## config.mk

```make
export PLATFORM = sky130hd
export DESIGN_NAME = uart_rx_monitor
export DESIGN_NICKNAME = d
export VERILOG_FILES = /design/src/rtl/uart_rx_pkg.sv /design/src/rtl/uart_rx_fifo.sv /design/src/rtl/uart_rx_monitor.sv
export SDC_FILE = /design/constraint.sdc
export NUM_CORES = 1
export LEC_CHECK = 0
export ABC_CLOCK_PERIOD_IN_PS = 2900
export CORE_UTILIZATION = 40
export CTS_BUF_LIST = sky130_fd_sc_hd__clkbuf_8 sky130_fd_sc_hd__clkbuf_16
export DETAILED_ROUTE_END_ITERATION = 10
export GPL_ROUTABILITY_DRIVEN = 0
export GPL_TIMING_DRIVEN = 0
export PLACE_DENSITY = 0.62
export SLEW_MARGIN = 0
export SYNTH_ARGS = -nofsm -noshare
export SYNTH_HDL_FRONTEND = slang
export SYNTH_SLANG_ARGS = --single-unit
```

## constraint.sdc

```tcl
create_clock -name clk -period 2.9 [get_ports clk]
set_clock_uncertainty 0.05 [all_clocks]
set_input_delay 0.87 -clock clk [delete_from_list [all_inputs] [get_ports clk]]
set_output_delay 0.87 -clock clk [all_outputs]
set_load 0.02 [all_outputs]
```

## src/rtl/uart_rx_pkg.sv

```systemverilog
// uart_rx_pkg
// Shared types and constants for the UART receive monitor.
//   rx_state_t   : receiver FSM states
//   DATA_BITS    : payload bits per frame (8N1)
//   timer_width(): width of the down-counting bit timer for a given
//                  CLKS_PER_BIT; one spare bit keeps reload values in range
package uart_rx_pkg;

  localparam int DATA_BITS = 8;

  typedef enum logic [2:0] {
    IDLE,
    START,
    DATA,
    STOP,
    WAIT_IDLE
  } rx_state_t;

  function automatic int timer_width(input int clks_per_bit);
    return $clog2(clks_per_bit) + 1;
  endfunction

endpackage

```

## src/rtl/uart_rx_fifo.sv

```systemverilog
// uart_rx_fifo
// Small synchronous FIFO with registered storage and no fall-through:
// a pushed word becomes visible on dout the cycle after the push.
// Ports:
//   clk, rst_n    : clock, asynchronous active-low reset
//   push, din     : write request and data; dropped when full unless a pop
//                   is accepted in the same cycle
//   full          : occupancy == DEPTH
//   pop           : read request; ignored when empty
//   dout          : head-of-FIFO word (stable until popped)
//   empty         : occupancy == 0
module uart_rx_fifo #(
  parameter int WIDTH = 8,
  parameter int DEPTH = 16
) (
  input  logic             clk,
  input  logic             rst_n,
  input  logic             push,
  input  logic [WIDTH-1:0] din,
  output logic             full,
  input  logic             pop,
  output logic [WIDTH-1:0] dout,
  output logic             empty
);

  localparam int AW = $clog2(DEPTH);

  logic [WIDTH-1:0] mem_q [DEPTH];
  logic [WIDTH-1:0] mem_d [DEPTH];
  logic [AW-1:0]    wr_ptr_q, wr_ptr_d;
  logic [AW-1:0]    rd_ptr_q, rd_ptr_d;
  logic [AW:0]      count_q, count_d;
  logic             do_push;
  logic             do_pop;

  assign empty = (count_q == '0);
  assign full  = (count_q == (AW+1)'(DEPTH));
  assign dout  = mem_q[rd_ptr_q];

  // A pop frees the slot the simultaneous push needs, so a full FIFO
  // still accepts a write when it is being read in the same cycle.
  assign do_pop  = pop && !empty;
  assign do_push = push && (!full || do_pop);

  always_comb begin
    mem_d    = mem_q;
    wr_ptr_d = wr_ptr_q;
    rd_ptr_d = rd_ptr_q;
    count_d  = count_q;
    if (do_push) begin
      mem_d[wr_ptr_q] = din;
      wr_ptr_d        = wr_ptr_q + AW'(1);
    end
    if (do_pop) begin
      rd_ptr_d = rd_ptr_q + AW'(1);
    end
    case ({do_push, do_pop})
      2'b10:   count_d = count_q + (AW+1)'(1);
      2'b01:   count_d = count_q - (AW+1)'(1);
      default: count_d = count_q;
    endcase
  end

  always_ff @(posedge clk or negedge rst_n) begin
    if (!rst_n) begin
      for (int i = 0; i < DEPTH; i++) begin
        mem_q[i] <= '0;
      end
      wr_ptr_q <= '0;
      rd_ptr_q <= '0;
      count_q  <= '0;
    end else begin
      mem_q    <= mem_d;
      wr_ptr_q <= wr_ptr_d;
      rd_ptr_q <= rd_ptr_d;
      count_q  <= count_d;
    end
  end

endmodule

```

## src/rtl/uart_rx_monitor.sv

```systemverilog
// uart_rx_monitor
// Oversampling 8N1 UART receiver feeding a byte FIFO with a valid/ready
// output stream. Reports framing errors and FIFO overruns.
// Ports:
//   clk, rst_n   : clock, asynchronous active-low reset
//   i_rx         : asynchronous serial input, idle high
//   o_data       : head-of-FIFO byte
//   o_valid      : FIFO non-empty
//   i_ready      : consumer pops on o_valid && i_ready
//   o_frame_err  : one-cycle pulse when a stop bit is sampled low
//   o_overrun    : sticky, set when a received byte is dropped (FIFO full)
//   i_clr        : synchronous clear of o_overrun and o_rx_count
//   o_rx_count   : saturating count of bytes accepted into the FIFO
module uart_rx_monitor
  import uart_rx_pkg::*;
#(
  parameter int CLKS_PER_BIT = 434,
  parameter int FIFO_DEPTH   = 16
) (
  input  logic        clk,
  input  logic        rst_n,
  input  logic        i_rx,
  output logic [7:0]  o_data,
  output logic        o_valid,
  input  logic        i_ready,
  output logic        o_frame_err,
  output logic        o_overrun,
  input  logic        i_clr,
  output logic [15:0] o_rx_count
);

  localparam int TW = timer_width(CLKS_PER_BIT);
  localparam logic [TW-1:0] HALF_RELOAD = TW'(CLKS_PER_BIT / 2 - 1);
  localparam logic [TW-1:0] FULL_RELOAD = TW'(CLKS_PER_BIT - 1);
  localparam logic [2:0]    LAST_BIT    = 3'(DATA_BITS - 1);

  // Two-flop synchronizer; resets to the idle (high) line level so a
  // reset release never looks like a start edge.
  logic [1:0] sync_q, sync_d;
  logic       rx_s;

  rx_state_t            state_q, state_d;
  logic [TW-1:0]        timer_q, timer_d;
  logic [2:0]           bit_idx_q, bit_idx_d;
  logic [DATA_BITS-1:0] shift_q, shift_d;
  logic                 frame_err_q, frame_err_d;
  logic                 overrun_q, overrun_d;
  logic [15:0]          rx_count_q, rx_count_d;
  logic [15:0]          count_base;

  logic push;
  logic fifo_full;
  logic fifo_empty;
  logic overrun_evt;
  logic push_accepted;

  assign sync_d = {sync_q[0], i_rx};
  assign rx_s   = sync_q[1];

  // Receiver FSM: timer counts down to 0 and the line is sampled on the
  // cycle the timer reads 0.
  always_comb begin
    state_d     = state_q;
    timer_d     = timer_q;
    bit_idx_d   = bit_idx_q;
    shift_d     = shift_q;
    push        = 1'b0;
    frame_err_d = 1'b0;
    case (state_q)
      IDLE: begin
        if (!rx_s) begin
          state_d = START;
          timer_d = HALF_RELOAD;
        end
      end
      START: begin
        if (timer_q == '0) begin
          if (rx_s) begin
            // Line back high at mid start bit: treat as a glitch.
            state_d = IDLE;
          end else begin
            state_d   = DATA;
            bit_idx_d = '0;
            timer_d   = FULL_RELOAD;
          end
        end else begin
          timer_d = timer_q - TW'(1);
        end
      end
      DATA: begin
        if (timer_q == '0) begin
          shift_d = {rx_s, shift_q[DATA_BITS-1:1]};
          timer_d = FULL_RELOAD;
          if (bit_idx_q == LAST_BIT) begin
            state_d = STOP;
          end else begin
            bit_idx_d = bit_idx_q + 3'd1;
          end
        end else begin
          timer_d = timer_q - TW'(1);
        end
      end
      STOP: begin
        if (timer_q == '0) begin
          if (rx_s) begin
            push    = 1'b1;
            state_d = IDLE;
          end else begin
            frame_err_d = 1'b1;
            state_d     = WAIT_IDLE;
          end
        end else begin
          timer_d = timer_q - TW'(1);
        end
      end
      WAIT_IDLE: begin
        // Hold off until the line returns high so a break is not decoded
        // as a stream of 0x00 bytes.
        if (rx_s) begin
          state_d = IDLE;
        end
      end
      default: state_d = IDLE;
    endcase
  end

  // Overrun only when full with no pop this cycle; the FIFO accepts the
  // push if a pop makes room.
  assign overrun_evt   = push && fifo_full && !i_ready;
  assign push_accepted = push && !overrun_evt;

  always_comb begin
    // Clear takes effect first so a push in the same cycle counts as 1.
    count_base = i_clr ? 16'h0000 : rx_count_q;
    rx_count_d = count_base;
    if (push_accepted && (count_base != 16'hFFFF)) begin
      rx_count_d = count_base + 16'h0001;
    end
    overrun_d = overrun_evt ? 1'b1 : (i_clr ? 1'b0 : overrun_q);
  end

  always_ff @(posedge clk or negedge rst_n) begin
    if (!rst_n) begin
      sync_q      <= 2'b11;
      state_q     <= IDLE;
      timer_q     <= '0;
      bit_idx_q   <= '0;
      shift_q     <= '0;
      frame_err_q <= 1'b0;
      overrun_q   <= 1'b0;
      rx_count_q  <= '0;
    end else begin
      sync_q      <= sync_d;
      state_q     <= state_d;
      timer_q     <= timer_d;
      bit_idx_q   <= bit_idx_d;
      shift_q     <= shift_d;
      frame_err_q <= frame_err_d;
      overrun_q   <= overrun_d;
      rx_count_q  <= rx_count_d;
    end
  end

  uart_rx_fifo #(
    .WIDTH (DATA_BITS),
    .DEPTH (FIFO_DEPTH)
  ) u_fifo (
    .clk   (clk),
    .rst_n (rst_n),
    .push  (push),
    .din   (shift_q),
    .full  (fifo_full),
    .pop   (i_ready),
    .dout  (o_data),
    .empty (fifo_empty)
  );

  assign o_valid     = !fifo_empty;
  assign o_frame_err = frame_err_q;
  assign o_overrun   = overrun_q;
  assign o_rx_count  = rx_count_q;

endmodule

```

After elaboration in Yosys (flattened, before gate mapping)
Cells that the tools add are included.
{ "word_totals": {"wordCells": 118, "in_bits": 5, "regBits": 185, "out_inout_bits": 27} }
{ "op_classes": {"bitwise": 2, "n_addsub": 7, "reduce_logical": 23, "magnitude_cmp": 3, "n_eq_ne": 19, "muxes": 37} }
{ "ops": {"columns": ["cell", "n"], "rows": [
  ["bitwise mux 128 bit", 1],
  ["2-to-1 mux 10 bit", 5],
  ["case mux 10 bit (4 select lines)", 1],
  ["2-to-1 mux 3 bit", 11],
  ["binary-select mux 8 bit (select 4 bit)", 1],
  ["demux 8 bit (select 4 bit)", 1],
  ["2-to-1 mux 16 bit", 2],
  ["2-to-1 mux 8 bit", 3],
  ["!= test 2 bit (second input constant)", 9],
  ["adder 16 x 1 -> 16 bit (second input constant)", 1],
  ["!= test 16 bit (second input constant)", 1],
  ["case mux 3 bit (5 select lines)", 1],
  [">= comparator 5 bit (second input constant)", 2],
  ["logical NOT 10 bit", 1],
  ["NOT 4 -> 5 bit", 2],
  ["case mux 5 bit (2 select lines)", 1],
  ["subtractor 10 x 1 -> 10 bit (second input constant)", 1],
  ["adder 4 x 1 -> 4 bit (second input constant)", 2],
  ["2-to-1 mux 1 bit", 8],
  ["logical AND 1 bit", 7],
  ["== test 3 x 2 -> 1 bit (second input constant)", 2],
  ["== test 3 bit (second input constant)", 2],
  ["case mux 3 bit (2 select lines)", 1],
  ["AND reduction 6 bit", 1],
  ["19 further kinds", 24]
]} }

Longest topological paths before layout
Gate-level depths: netlist of the first run.
{ "depth": {"ltp_word": 9, "depth_mapped": 13, "ltp_nobuf": 13} }

Hierarchy
From an unflattened synthesis of the first run, not the netlist that was laid out.
{ "unflattened": {"cells_unflattened": 673, "area_unflattened_um2": 9148.8} }
{ "by_module_without_submodules": {"columns": ["mod", "area_per_inst_um2", "cells_each", "n_inst", "seq_area_each_um2"], "rows": [
  ["uart_rx_fifo", 6771.5, 441, 1, 3528.4],
  ["uart_rx_monitor", 2377.3, 232, 1, 1103.6]
]} }

Worst setup path after synthesis of the first run
OpenSTA, ideal clock, no wires.
{ "synth_timing": {"kind": "register to register", "startpoint": "register u_fifo.count_q[1]", "endpoint": "register u_fifo.count_q[4]", "setup_ps": 79, "slack_ps": -140, "path_buffers": 1, "stages_incl_launch_ff": 12, "t_arrival_ps": 2910, "cell_sequence": "dfrtp_1 > or4_1 > or2_2 > and2_1 > clkbuf_1 > ha_1 > ha_1 > nor2b_1 > o21ai_0 > a21oi_1 > nor3_1 > xor2_1"} }
{ "synth_via": {"elab_chain_cells": 7, "word_cells_on_any_way": 13, "classes_between": "2 x add/sub; 3 x eq/ne; 1 x mux; 7 x reduce/logical"} }
{ "synth_rtl": {"columns": ["element", "line_no", "rtl"], "rows": [
  ["start: declaration", "uart_rx_fifo.sv:32", "logic [AW:0] count_q, count_d;"],
  ["start signal: assignment", "uart_rx_fifo.sv:76", "count_q <= count_d;"],
  ["logical NOT 5 bit (*)", "uart_rx_fifo.sv:36", "assign empty = (count_q == '0);"],
  ["logical NOT 1 bit (*)", null, null],
  ["via o_valid", "uart_rx_monitor.sv:24", "output logic o_valid,"],
  ["logical AND 1 bit (*)", "uart_rx_fifo.sv:42", "assign do_pop = pop && !empty;"],
  ["via u_fifo.do_pop", "uart_rx_fifo.sv:34", "logic do_pop;"],
  ["logical OR 1 bit", "uart_rx_fifo.sv:43", "assign do_push = push && (!full || do_pop);"],
  ["logical AND 1 bit", "uart_rx_fifo.sv:43", null],
  ["== test 2 x 1 -> 1 bit / == test 2 bit (equally long branches)", "uart_rx_fifo.sv:57", "case ({do_push, do_pop})"],
  ["case mux 5 bit (2 select lines) / nonzero test 2 bit (equally long branches)", null, null]
]} }
Mark *: on every way through the listed nets, which the timed path passes. The rest lies on a longest branch.
A chain may end at the register's enable or synchronous reset.

Final worst setup path of the first run
{ "layout_timing": {"startpoint": "register u_fifo.rd_ptr_q[0]", "endpoint": "output port o_data[6]"} }
{ "layout_via": {"elab_chain_cells": 4} }
{ "layout_rtl": {"columns": ["element", "line_no", "rtl"], "rows": [
  ["start: declaration", "uart_rx_fifo.sv:31", "logic [AW-1:0] rd_ptr_q, rd_ptr_d;"],
  ["start signal: assignment", "uart_rx_fifo.sv:75", "rd_ptr_q <= rd_ptr_d;"],
  ["NOT 4 -> 5 bit (not written as such)", "uart_rx_fifo.sv:38", "assign dout = mem_q[rd_ptr_q];"],
  ["binary-select mux 8 bit (select 4 bit)", "uart_rx_fifo.sv:38", null],
  ["2-to-1 mux 8 bit (not written as such) (2 in a row)", "uart_rx_fifo.sv:38", null],
  ["end: declaration", "uart_rx_monitor.sv:23", "output logic [7:0] o_data,"]
]} }
No other way between the ends. The select of a mux whose other input is x is not followed.

==> run metrics, run 1 <==
EDFF count, synth=0; violated checks=negative setup slack; multiplexer area fraction after synthesis=0.287; Max FO, Critical Path=6; # IOs=32; GRT overflow=0; Commonest cells post-synth=dfrtp_1, mux2_2, mux4_2; Post-Syn Nets=approximately 650; Static Leak=around 5.0 nW; status=complete, but fails checks; critical path capture point type=output port; H-tree Lvls=4; critical path cell sequence=buf_12 -> buf_6 -> mux4_2 -> mux4_2 -> buf_6; minimum clock period=~3.3 ns; Port Buffers=31; global-route wire length before repair=approximately 33 mm; layout cell share with drive strength beyond 1=0.426; Routed WL=around 20 mm; max cap viols=0; Slowest-stage cell, CP=dfrtp_2; Final Cycle Share=1.14; Final WS setup=-0.420 ns; largest family of logic cells by synthesized area=multiplexers; yosys synthesis warning count=0; Post-CTS Hold Fix Bufs=0; Starting Density=0.413; Clock Root Buffer=clkbuf_16; PwrDens=594 nW/um^2; fillcell total=around 1.9k; CP arrival=between 2 and 2.5 ns; width of the die=about 150 um; Fin Hold WS=~0.3 ns; Mapped Area=around 9100 sq um; Post-Layout Inst Area=around 11000 sq um; P&R area growth vs syn=18.4%; DR pass1 iterations=4; area share of the largest cell type after synthesis=0.502; Reg clk slew, reported paths=about 0.07 ns; Slew @ Worst Pin=between 0.8 and 0.9 ns; Die H=~150 um; Antenna diodes=0; Slew Viols, Final=0; Post-Synth XOR/XNOR Area=0.0173; Routed WL per cell=about 20 um; Synth area leaders=dfrtp_1, mux2_2, mux4_2, mux2_4, nand3_4; Final setup viols=8; simple-gate portion of the synthesized area=0.102; Placed Cells=roughly 940; fraction of registers with async set/reset=1.00; initial antenna violation count=0; DP Wirelength=13.5 mm; post-route antenna net violation count=0; Clock Path Buffers=2; largest net degree at the start of global routing=115; Num CTS Buffers=17; FF+latch count, synth=185; Placed Area=between 9000 and 10000 sq um; Power, Total=approximately 6.4 mW; Seq/Total Area, Yosys=0.508; worst path required time=roughly 2.0 ns; Post-Synth Adder-Cell Area=0.0214; crit-path leading delay family=multiplexers; Clk Latency, worst-skew pair=around 0.43 ns; Main synth FF type=dfrtp_1; Fin Setup TNS=-3.14 ns; total track usage=0.183; DRC violations left=0; Crit Path Class=reg2out; core box area=between 20000 and 25000 sq um; post-synthesis cell type count=65; Layout Nets=approximately 730; CTS Sinks=185; Compound-Gate Fraction of Synth Area=0.0359; number of global-route vias before repair=6119; max_slew headroom=0.455; RSZ-0062 raised after global routing=true; initial DRC count=232; WP buf/inv=3; cell taking the most area after synthesis=dfrtp_1; vias=5546; Critical Path Source Type=flip-flop; Worst path max stage delay=0.51 ns; top-count cell post-synth=dfrtp_1; site row count=54; Tightest Hold Check Type=reg2reg; Post-Layout Cell Count=~1000; Mean Syn Cell Area=roughly 14 sq um; CTS tree=done; Final Hold Vio Count=0; Syn Inst Count=approximately 630; Vias/cell=~5.6; FMAX=0.301 GHz; Max VDD drop=0.000361 V; die area=23400 sq um
## flip-flops by register name, summed over array words and instances (netlist names)
name             count
bit_idx_q            3
shift_q              8
timer_q             10
u_fifo.mem_q       128
u_fifo.rd_ptr_q      4
o_rx_count          16
u_fifo.wr_ptr_q      4
o_overrun            1
o_frame_err          1
u_fifo.count_q       5
sync_q               2
state_q              3
## cell usage in the layout, fill, tap and decap left out, drive strengths merged, types with 3 or more instances in the layout
master,n
a21oi,14
a31oi,3
and3,4
buf,47
clkbuf,29
clkdlybuf4s50,20
clkinv,6
dfrtp,183
dlygate4sd3,7
ha,14
inv,19
mux2,143
mux2i,4
mux4,40
nand2,27
nand2b,3
nand3,19
nand4,11
nand4b,4
nor2,18
nor2b,16
nor3,9
o21ai,11
o31ai,3
or3,4
xnor2,14
xor2,4
## power breakdown
part           switching (mW)  leakage (nW)  internal [mW]
Combinational           0.600          2.19          0.678
Clock                    1.06         0.296           1.34
Sequential             0.0888          2.54           2.65
Total                    1.74          5.02           4.67
## cells by family (layout without fill, tap and decap cells)
| kind of cell | count (synthesis) | after routing |
|---|---|---|
| DFF | 185 | 185 |
| xor gates and xnor gates | 18 | 18 |
| buffers and inverters | 46 | 133 |
| adders and majority gates | 15 | 15 |
| muxes | 187 | 187 |
| AOI/OAI and AO/OA | 49 | 49 |
| and+or+nand+nor | 131 | 131 |
## layer usage
layer | global-route usage | part of all wire | up-vias
met5 | 0 | 0 | -
met4 | 0.0548 | 0.020 | 0
met3 | 0.0360 | 0.035 | 31
met2 | 0.308 | 0.51 | 141
met1 | 0.239 | 0.44 | 2891
li1 | - | - | 2483
## worst paths after layout
check,startpoint,end,slack (ns),depth (start not counted)
worst max-delay path,u_fifo.rd_ptr_q[0],o_data[6],-0.42,5
worst min-delay path,sync_q[0],sync_q[1],0.31,0
worst max register to register,u_fifo.count_q[2],u_fifo.count_q[4],0.05,10
worst min register to register,sync_q[0],sync_q[1],0.31,0
max in group asynchronous,rst_n,o_overrun,1.51,2
min in group asynchronous,rst_n,u_fifo.mem_q[24],0.34,1
## area by class of cell
class	instances	area, sq um	share of cell area
plain buffers	27	256	0.0237
well taps	280	350	0.0324
clock inverters	13	165	0.0153
flip-flops and latches	185	4630	0.429
repair buffers	58	579	0.0536
clock buffers	19	453	0.0419
inverters	16	62.6	0.00579
multi-input cells	400	4300	0.398
## stage by stage
stage	worst slack [ns]	util
after floorplan	-0.0162	-
after global placement	-6.35	0.444
after detailed placement	-1.02	0.445
after CTS	-0.456	0.485
after global routing	-0.482	0.489
final	-0.420	0.489
## worst register-to-register path: stages (launching register included)
cell     delay (ns)
dfrtp_1        0.41
or4_4          0.57
or2_4          0.26
and2_4         0.20
ha_4           0.19
ha_1           0.31
nor2b_1        0.14
o21ai_1        0.17
and3_1         0.20
nor3_2         0.05
xor2_1         0.17
## timing repair
action,in CTS,in global routing
endpoints found under the hold margin,0,0
resized for setup,81,19
setup endpoints to repair,26,24
pin swaps,3,8
cloned,1,0
buffers inserted,19,7
No activity file was read; power rests on OpenSTA's default activity.
==> run 2: changes to the inputs <==
CORE_UTILIZATION = 45   (was 40)
PLACE_DENSITY = 0.68   (was 0.62)
REMOVE_ABC_BUFFERS = 1   (was not set)
==> run metrics, run 2 (synthesized netlist as in run 1, its figures left out) <==
Slowest-stage cell, CP=dfrtp_4; RSZ-0062 raised after global routing=true; PwrDens=598 nW/um^2 (+0.65%); critical path cell sequence=buf_12 -> buf_12 -> mux4_2 -> mux4_2 -> buf_6; Biggest register=u_fifo.mem_q; Worst path max stage delay=0.51 ns (about the same); Final Hold Vio Count=0 (unchanged); Final WS setup=-0.379 ns (+0.0406 ns); r2r startpoint=u_fifo.count_q[0]; # IOs=32 (unchanged); Routed WL per cell=20.2 um (+0.25%); Static Leak=4.88 nW (-2.9%); most common cell after layout, fill and taps aside=dfrtp_1; P&R area growth vs syn=16.0%; DRC violations left=0 (unchanged); total track usage=0.205 (+0.0224); Setup WS pre-CTS=-1.07 ns (-0.0569 ns); DR pass1 iterations=4 (unchanged); Num CTS Buffers=17 (unchanged); Vias/cell=5.62 (+1.1%); worst path required time=1.98 ns (about the same); Max FO, Critical Path=5 (-1); max reg flops=128 (unchanged); internal reg-to-reg setup slack=0 ns (-0.05 ns); footprint of the multi-input gates=4310 sq um (+0.23%); number of global-route vias before repair=5847 (-4.4%); Die H=144 um (-5.6%); commonest non-fill, non-tap cells in the layout=dfrtp_1, mux2_2, mux4_2, nand2_1, clkdlybuf4s50_1; max_slew headroom=0.520 (+0.0646); crit path launch=u_fifo.rd_ptr_q[0]; CTS tree=done; Hold Crit Depth=0 (unchanged); R2R Path End=u_fifo.count_q[4]; fillcell total=1652 (-11%); Slew @ Worst Pin=0.718 ns (-0.0995 ns); DP Wirelength=12.3 mm (-8.9%); width of the die=144 um (-5.6%); largest net degree at the start of global routing=101 (-12%); Routed WL=19.3 mm (-4.1%); global-route wire length before repair=32.0 mm (-3.7%); initial antenna violation count=0 (unchanged); max cap viols=0 (unchanged); Final Cycle Share=1.13 (-0.0140); minimum clock period=3.28 ns (-0.0406 ns); Crit Path Class=reg2out; post-route antenna net violation count=0 (unchanged); Storage cell area=4640 sq um (+0.11%); Power, Total=6.33 mW (-1.4%); initial DRC count=235 (+1.3%); H-tree Lvls=4 (unchanged); CP arrival=2.36 ns (-0.04 ns); critical path capture point type=output port; Clk Latency, worst-skew pair=0.43 ns (about the same); Reg clk slew, reported paths=0.07 ns (about the same); vias=5365 (-3.3%); GRT overflow=0 (unchanged); Layout Nets=697 (-3.9%); status=complete, but fails checks; site row count=51 (-5.6%); Critical Path Source Type=flip-flop; FMAX=0.305 GHz (+1.2%); Starting Density=0.464 (+0.0513); Max VDD drop=0.000374 V (+3.7%); violated checks=negative setup slack; core box area=19700 sq um (-11%); hold_sp=sync_q[0]; Antenna diodes=0 (unchanged); worst hold endpoint=sync_q[1]; die area=20900 sq um (-11%); Final setup viols=9 (+1); Slew Viols, Final=0 (unchanged); Clock Path Buffers=2 (unchanged); layout cell share with drive strength beyond 1=0.429 (+0.00280); Port Buffers=31 (unchanged); Clock Root Buffer=clkbuf_16; R2R cell count=12 (+2); Post-CTS Hold Fix Bufs=0 (unchanged); CTS Sinks=185 (unchanged); Tightest Hold Check Type=reg2reg
-- run 2: cell types whose count changed in the layout (fill, tap and decap cells not counted), moves of 3 or more --
cell           before  now
buf_1               4    0
buf_12              4    7
buf_6              17    8
clkbuf_1            5    0
dlygate4sd3_1       7    0
inv_8               0    3
-- run 2: report_power, final --
| group | internal [mW] | switching (mW) |
|---|---|---|
| registers | 2.66 | 0.155 |
| logic | 0.649 | 0.557 |
| clock network | 1.22 | 1.09 |
-- run 2: how the worst max path moves through the flow --
stage | endpoint | slack, ns
after CTS | o_data[2] | -0.42
after global placement | timer_q[8] | -6.29
after detailed placement | o_rx_count[7] | -1.07
final | o_data[4] | -0.38
after global routing | o_data[4] | -0.45
after floorplan | o_data[0] | -0.64
-- run 2: per-layer routing --
layer	vias to the layer above	GRT usage	routed length, um
met3	15	0.0430	709
met2	98	0.361	10000
met4	0	0.0526	215
met1	2822	0.256	8340
li1	2430	-	-
met5	-	0	0
-- run 2: cell type report --
cell class,count,area share
Clock inverter,15,0.0154
Clock buffer,17,0.0402
Timing Repair Buffer,57,0.0616
Tap cell,265,0.0313
Inverter,16,0.00591
Multi-Input combinational cell,400,0.407
Sequential cell,185,0.438
-- run 2: metrics by stage --
step	hold WS, ns	std cells	utilization	TNS (ns)	instance area, sq um
6_report	0.307	955	0.539	-2.63	10600
5_1_grt	0.310	955	0.539	-3.29	10600
4_1_cts	0.307	951	0.538	-3.25	10600
3_5_place_dp	0.297	900	0.491	-59.22	9640
3_3_place_gp	0.296	897	0.486	-1296.80	9560
2_1_floorplan	0.295	601	-	-6.49	8920
-- run 2: what timing repair did --
| item | CTS | global route |
|---|---|---|
| gates resized for setup | 70 | 9 |
| endpoints found under the hold margin | 0 | 0 |
| setup buffers | 16 | 7 |
| cloned | 3 | 0 |
| pin swaps | 6 | 10 |
| endpoints found under the setup margin | 60 | 11 |
-- run 2: critical path, delay by kind of cell (launching register included) --
family | cells | cell delay (ns)
buf+inv | 3 | 0.42
flops | 1 | 0.51
mux | 2 | 1.00
